## src/rtl/fetch_decode_ctrl.sv

```systemverilog
// fetch_decode_ctrl
// -----------------------------------------------------------------------------
// Multi-cycle controller for the 8-bit accumulator datapath. It sits right
// after the IR/PC registers, watches the opcode field IR[7:5], and drives every
// load enable and mux select in the datapath. Each instruction runs as
// FETCH -> DECODE -> one EXECUTE state. IN waits for the user's enter
// handshake. HALT is a sink that only reset can leave.
//
// Ports
//    clock        system clock, rising edge
//    reset        asynchronous active-high reset, forces START
//    IR           opcode bits IR[7:5]
//    Aeq0         accumulator is zero
//    Apos         accumulator is strictly positive (signed)
//    enter        user input-valid handshake
//    IRload       IR register load enable
//    PCload       PC register load enable
//    JMPmux       PC source select (0 = PC+1, 1 = IR[4:0])
//    Meminst      memory address select (1 = PC, 0 = IR[4:0])
//    MemWr        memory write strobe
//    Asel         accumulator source (00 ALU, 01 input, 10 memory)
//    Aload        accumulator load enable
//    Sub          ALU subtract select
//    Halt         high while halted
//    state        current state code, for debug
//    instr_count  retired-instruction counter (only with CTRL_INSTR_COUNT_EN)
//
// Optional feature macro: CTRL_INSTR_COUNT_EN
//    When defined, the 8-bit instr_count output and its counter are added.
// -----------------------------------------------------------------------------
module fetch_decode_ctrl #(
   parameter int OP_WIDTH    = 3,
   parameter int STATE_WIDTH = 4
) (
   input  logic                   clock,
   input  logic                   reset,
   input  logic [OP_WIDTH-1:0]    IR,
   input  logic                   Aeq0,
   input  logic                   Apos,
   input  logic                   enter,
   output logic                   IRload,
   output logic                   PCload,
   output logic                   JMPmux,
   output logic                   Meminst,
   output logic                   MemWr,
   output logic [1:0]             Asel,
   output logic                   Aload,
   output logic                   Sub,
   output logic                   Halt,
`ifdef CTRL_INSTR_COUNT_EN
   output logic [STATE_WIDTH-1:0] state,
   output logic [7:0]             instr_count
`else
   output logic [STATE_WIDTH-1:0] state
`endif
);

   // The EXECUTE codes are 8 + opcode. This lets the debug port be read
   // directly as "which instruction is executing".
   typedef enum logic [STATE_WIDTH-1:0] {
      sStart = STATE_WIDTH'(0),
      sFetch = STATE_WIDTH'(1),
      sDecode = STATE_WIDTH'(2),
      sLoad = STATE_WIDTH'(8),
      sStore = STATE_WIDTH'(9),
      sAdd = STATE_WIDTH'(10),
      sSub = STATE_WIDTH'(11),
      sIn = STATE_WIDTH'(12),
      sJz = STATE_WIDTH'(13),
      sJpos = STATE_WIDTH'(14),
      sHalt = STATE_WIDTH'(15)
   } ctrlState_t;

   ctrlState_t stateReg;
   ctrlState_t nextState;

   // State register. Reset takes effect immediately, so the controller
   // abandons any instruction it is running.
   always_ff @(posedge clock or posedge reset) begin
      if (reset) begin
         stateReg <= sStart;
      end else begin
         stateReg <= nextState;
      end
   end

   // Next-state logic and output decode. Outputs depend only on the state,
   // except for three gating terms: enter gates Aload in IN, Aeq0 gates
   // PCload in JZ, and Apos gates PCload in JPOS. This means the branch
   // decision and the input capture happen in the same single cycle. An
   // unknown opcode sends the controller to HALT rather than running garbage.
   // Any unused state code falls back to START with all outputs off.
   always_comb begin
      nextState = sStart;
      IRload    = 1'b0;
      PCload    = 1'b0;
      JMPmux    = 1'b0;
      Meminst   = 1'b0;
      MemWr     = 1'b0;
      Asel      = 2'b00;
      Aload     = 1'b0;
      Sub       = 1'b0;
      Halt      = 1'b0;
      case (stateReg)
         sStart: begin
            nextState = sFetch;
         end
         sFetch: begin
            IRload    = 1'b1;
            PCload    = 1'b1;
            Meminst   = 1'b1;
            nextState = sDecode;
         end
         sDecode: begin
            case (IR)
               OP_WIDTH'(0): nextState = sLoad;
               OP_WIDTH'(1): nextState = sStore;
               OP_WIDTH'(2): nextState = sAdd;
               OP_WIDTH'(3): nextState = sSub;
               OP_WIDTH'(4): nextState = sIn;
               OP_WIDTH'(5): nextState = sJz;
               OP_WIDTH'(6): nextState = sJpos;
               default:      nextState = sHalt;
            endcase
         end
         sLoad: begin
            Asel      = 2'b10;
            Aload     = 1'b1;
            nextState = sFetch;
         end
         sStore: begin
            MemWr     = 1'b1;
            nextState = sFetch;
         end
         sAdd: begin
            Aload     = 1'b1;
            nextState = sFetch;
         end
         sSub: begin
            Sub       = 1'b1;
            Aload     = 1'b1;
            nextState = sFetch;
         end
         sIn: begin
            Asel      = 2'b01;
            Aload     = enter;
            nextState = enter ? sFetch : sIn;
         end
         sJz: begin
            JMPmux    = 1'b1;
            PCload    = Aeq0;
            nextState = sFetch;
         end
         sJpos: begin
            JMPmux    = 1'b1;
            PCload    = Apos;
            nextState = sFetch;
         end
         sHalt: begin
            Halt      = 1'b1;
            nextState = sHalt;
         end
         default: begin
            nextState = sStart;
         end
      endcase
   end

   assign state = stateReg;

`ifdef CTRL_INSTR_COUNT_EN
   logic execExit;

   // An instruction retires on the edge that leaves its EXECUTE state.
   // IN retires only when enter is high. HALT never retires.
   always_comb begin
      execExit = 1'b0;
      case (stateReg)
         sLoad, sStore, sAdd, sSub, sJz, sJpos: execExit = 1'b1;
         sIn:                                   execExit = enter;
         default:                               execExit = 1'b0;
      endcase
   end

   // Retired-instruction counter. It wraps naturally at 8 bits.
   always_ff @(posedge clock or posedge reset) begin
      if (reset) begin
         instr_count <= 8'd0;
      end else if (execExit) begin
         instr_count <= instr_count + 8'd1;
      end
   end
`endif

endmodule

```

## config.mk

```make
export PLATFORM = sky130hd
export DESIGN_NAME = fetch_decode_ctrl
export DESIGN_NICKNAME = d
export VERILOG_FILES = /design/src/rtl/fetch_decode_ctrl.sv
export SDC_FILE = /design/constraint.sdc
export NUM_CORES = 1
export LEC_CHECK = 0
export ABC_CLOCK_PERIOD_IN_PS = 1600
export CAP_MARGIN = 20
export CORE_AREA = 2 2 39 41
export DETAILED_ROUTE_END_ITERATION = 12
export DIE_AREA = 0 0 41 43
export GPL_TIMING_DRIVEN = 0
export PLACE_DENSITY = 0.63
export SLEW_MARGIN = 20
export SYNTH_ARGS = -nofsm -noshare
export SYNTH_HDL_FRONTEND = slang
export SYNTH_SLANG_ARGS = --single-unit
```

## constraint.sdc

```tcl
create_clock -name clock -period 1.6 [get_ports clock]
set_clock_uncertainty 0.1 [all_clocks]
set_input_delay 0.24 -clock clock [delete_from_list [all_inputs] [get_ports clock]]
set_output_delay 0.24 -clock clock [all_outputs]
set_load 0.005 [all_outputs]
```

**Word level (Yosys, flattened, before mapping)**

Cells that the tools add are included.

- Input port bits: 8
- Flip-flop bits (word level): 4
- Output and inout bits: 14
- Logic and storage cells: 33

- Reductions and logical operators: 5
- Muxes and demuxes: 11
- Equality and inequality tests: 16

Operators by type and width:

| kind | number |
|---|---|
| == test 4 bit, second input constant | 8 |
| case mux 3 bit (7 select lines) | 1 |
| case mux 4 bit (5 select lines) | 1 |
| == test 3 bit, second input constant | 3 |
| OR reduction 7 bit | 1 |
| == test 3 x 2 -> 1 bit, second input constant | 2 |
| two-way mux 1 bit | 5 |
| == test 4 x 1 -> 1 bit, second input constant | 1 |
| == test 4 x 2 -> 1 bit, second input constant | 1 |
| zero test 4 bit | 1 |
| two-way mux 4 bit | 1 |
| case mux 2 bit (2 select lines) | 1 |
| == test 3 x 1 -> 1 bit, second input constant | 1 |
| zero test 3 bit | 1 |
| case mux 1 bit (3 select lines) | 1 |
| OR reduction 3 bit | 1 |
| case mux 1 bit (2 select lines) | 1 |
| OR reduction 2 bit | 1 |

**Longest topological paths before layout**

- Word-level depth: 3
- Depth in mapped cells: 4
- Depth with buffers taken out: 3

**Worst setup path before layout**

No wires, ideal clock.

- Kind: register to output
- Start: register stateReg[1] (netlist: state[1])
- End: output Meminst
- Slack: 0.300 ns
- Stages on the path, launching flop included: 4
- Buffers on the path: 1
- Arrival: 0.960 ns
- Cells stage by stage: dfrtp_1 > nand2b_1 > nor2_1 > buf_4

- Cells in the longest elaborated chain, start to end: 2

RTL lines:

| element | RTL line | text |
|---|---|---|
| start: declaration | 74 | `ctrlState_t stateReg;` |
| start signal: assignment | 81 | `stateReg <= sStart;` |
| start signal: assignment | 83 | `stateReg <= nextState;` |
| == test 4 x 1 -> 1 bit | -- |  |
| two-way mux 1 bit | -- |  |
| end: declaration | 44 | `output logic Meminst,` |

No other way between the ends.

**Worst setup path in the final report**

- Start: register stateReg[0] (netlist: state[0])
- End: output JMPmux

- Cells in the longest elaborated chain, start to end: 3
- Elaborated cells between the ends (all ways): 4
- Classes of those cells: eq/ne: 2; mux: 1; reduce/logical: 1

RTL lines:

| element | RTL line | text |
|---|---|---|
| == test 4 bit | 104 | `case (stateReg)` |
| OR reduction 2 bit (no source line) (*) | -- |  |
| two-way mux 1 bit (*) | 104 |  |
| end: declaration | 43 | `output logic JMPmux,` |

Every way passes the cells marked *; elsewhere a longest branch is shown, timed or not.

==> impl_metrics.env <==
export IMPL_setup_tns_ns=-0.208
export IMPL_core_um2=1380
export IMPL_critical_path_class="flop to output pin"
export IMPL_dp_hpwl_um=584
export IMPL_fillCellCount=135
export IMPL_largest_register_ffs=4
export IMPL_numCtsBuffers=3
export IMPL_r2r_end="state[2]"
export IMPL_clk_latency_ns=0.24
export IMPL_post_route_period_util_pct=107
export IMPL_slew_headroom_pct=89.5
export IMPL_io_pins=22
export IMPL_htreeDepth=1
export IMPL_finalSetupViolations=3
export IMPL_power_mw=0.250
export IMPL_drive_gt1_share_pct=66.7
export IMPL_route_detailed_drc=0
export IMPL_viasPerCell=4.58
export IMPL_gr_total_overflow=0
export IMPL_vias=444
export IMPL_core_rowCount=14
export IMPL_tightest_slew_ns=0.158
export IMPL_synth_avg_cell_area_um2=7.74
export IMPL_grt_max_degree=7
export IMPL_p_per_area_nw_per_um2=338
export IMPL_synth_area_leader_cell="dfrtp_1"
export IMPL_nNetsFinal=91
export IMPL_cts_hold_buf=0
export IMPL_cts_buffer_depth=2
export IMPL_synthDistinctLibCells=20
export IMPL_failed_checks="negative setup slack"
export IMPL_die_w_um=41
export IMPL_synth_edff_count=0
export IMPL_final_hold_violation_count=0
export IMPL_track_usage_pct=15.5
export IMPL_start_kind="flop"
export IMPL_r2r_slack_ns=0.18
export IMPL_cp_data_arrival_time_ns=1.37
export IMPL_peakVddDrop_v=0.000456
export IMPL_yosysSeqAreaShare_pct=34.9
export IMPL_r2r_cells=7
export IMPL_gp_congestion=0.749
export IMPL_async_flop_share_pct=100
export IMPL_routed_wl_um=1220
export IMPL_synth_top_area_share_pct=34.9
export IMPL_antenna_cells=0
export IMPL_period_needed_ns=1.71
export IMPL_root_buffer="clkbuf_4"
export IMPL_die_h_um=43
export IMPL_portBuffers=21
export IMPL_synth_area_um2=287
export IMPL_routedWlPerCell_um=12.6
export IMPL_die_area_um2=1760
export IMPL_clkTransAtPathRegs_ns=0.04
export IMPL_syn_instance_count=37
export IMPL_required_ns=1.26
export IMPL_reg2reg_from="state[1]"
export IMPL_drv_cap=0
export IMPL_worstPathMaxFanout=3
export IMPL_syn_nets=45
export IMPL_drt_pass1_iter_count=2
export IMPL_outcome="finished, violations left"
export IMPL_cts_tree="built"
export IMPL_drt_iter0_markers=3
export IMPL_antenna_found_initial=0
export IMPL_synth_common_cells="nor2_1 (5), dfrtp_1 (4), inv_1 (4)"
export IMPL_cts_sinks=4
export IMPL_drv_slew=0
export IMPL_leakage_nw=0.360
export IMPL_multiInputGateArea_um2=226
export IMPL_ys_seq_elements=4
export IMPL_area_delta_synth_final_pct=158
export IMPL_yosysMostFrequentCell="nor2_1"
export IMPL_fin_ws_ns=-0.108
export IMPL_grt_pass1_wl_um=1840
export IMPL_ant_nets=0
export IMPL_rsz0062_at_grt="true"
export IMPL_hp_class="primary input to asynchronous set/reset pin"
export IMPL_seq_area_um2=105
export IMPL_grt_pass1_vias=407
export IMPL_initial_core_util_pct=20.7
export IMPL_max_freq_ghz=0.585
export IMPL_synth_area_leaders="dfrtp_1 (35%), nor2_1 (6.6%), a21oi_1 (5.2%), inv_1 (5.2%), nand2b_1 (4.4%)"
export IMPL_setup_worst_path_end_class="output pin"
export IMPL_synth_warnings=0
export IMPL_synth_ff_type="dfrtp_1"
[layout make-up]
cell class                      instances  share of cell area, %
Inverter                                5                   2.54
Multi-Input combinational cell         27                   30.6
Timing Repair Buffer                   41                   45.9
Tap cell                               16                   2.71
Sequential cell                         4                   14.2
Clock buffer                            3                   3.05
Buffer                                  1                   1.02
[critical path, stage by stage (launching register included)]
cell	delay (ns)
dfrtp_2	0.41
buf_6	0.12
and2b_4	0.26
buf_6	0.09
inv_2	0.03
a21oi_2	0.11
buf_2	0.11
[per-stage QoR]
stage          hold slack (ns)  util (%)  setup WS, ns  cells  instance area [µm²]
3_5_place_dp             0.335      37.3        -0.276     74                  517
3_3_place_gp             0.333      37.3        -0.281     74                  517
5_1_grt                  0.100      53.4        -0.191     97                  739
2_1_floorplan          -0.0939         -         0.300     37                  287
4_1_cts                 0.0862      48.8        -0.151     91                  676
6_report                0.0956      53.4        -0.108     97                  739
[kinds of logic (layout without fill, tap and decap cells)]
logic type | Yosys count | in the layout | share of synthesized area (%)
and+or+nand+nor | 16 | 16 | 30.1
AOI/OAI and AO/OA | 11 | 11 | 25.8
buffers and inverters | 6 | 50 | 9.17
DFF | 4 | 4 | 34.9
[where the power goes]
part	leakage, nW	switching (mW)	internal [mW]
combinational	0.312	0.00582	0.0156
clock	0.0138	0.0431	0.0840
sequential	0.0337	0	0.102
[timing repair]
item,4_1_cts,5_1_grt
endpoints found under the setup margin,11,11
buffers inserted,14,8
resized for setup,45,19
pin swaps,3,3
[how the worst max path moves through the flow]
stage / from / end / slack (ns) / depth (start not counted)
final: state[0] / JMPmux / -0.11 / 6
after global routing: state[1] / PCload / -0.19 / 6
after CTS: state[1] / PCload / -0.15 / 6
after detailed placement: enter / Aload / -0.28 / 5
after global placement: enter / Aload / -0.28 / 5
after floorplan: state[1] / Meminst / 0.30 / 3
[cells in the final DEF, fill, tap and decap left out, drive strengths merged]
| master | Yosys | routed |
|---|---|---|
| o22ai | 2 | 2 |
| and2b | 1 | 1 |
| nand2b | 2 | 2 |
| dlymetal6s2s | 0 | 1 |
| nor2 | 5 | 5 |
| dlygate4sd2 | 0 | 2 |
| o21ai | 1 | 1 |
| or3 | 1 | 1 |
| and3 | 1 | 1 |
| a21oi | 4 | 4 |
| a31o | 1 | 1 |
| nor2b | 1 | 1 |
| clkbuf | 0 | 8 |
| inv | 5 | 5 |
| a21o | 1 | 1 |
| clkdlybuf4s50 | 0 | 8 |
| nand2 | 3 | 3 |
| a22oi | 1 | 1 |
| nor3 | 2 | 2 |
| a2bb2oi | 1 | 1 |
| buf | 1 | 26 |
| dfrtp | 4 | 4 |
[metal layers]
layer,track usage (%),part of all wire [%]
met4,3.33,1.1
met5,0,0
met2,25.3,51
met3,6.28,6.8
met1,18.3,41
Note: power is estimated with default switching activity, not from simulation.
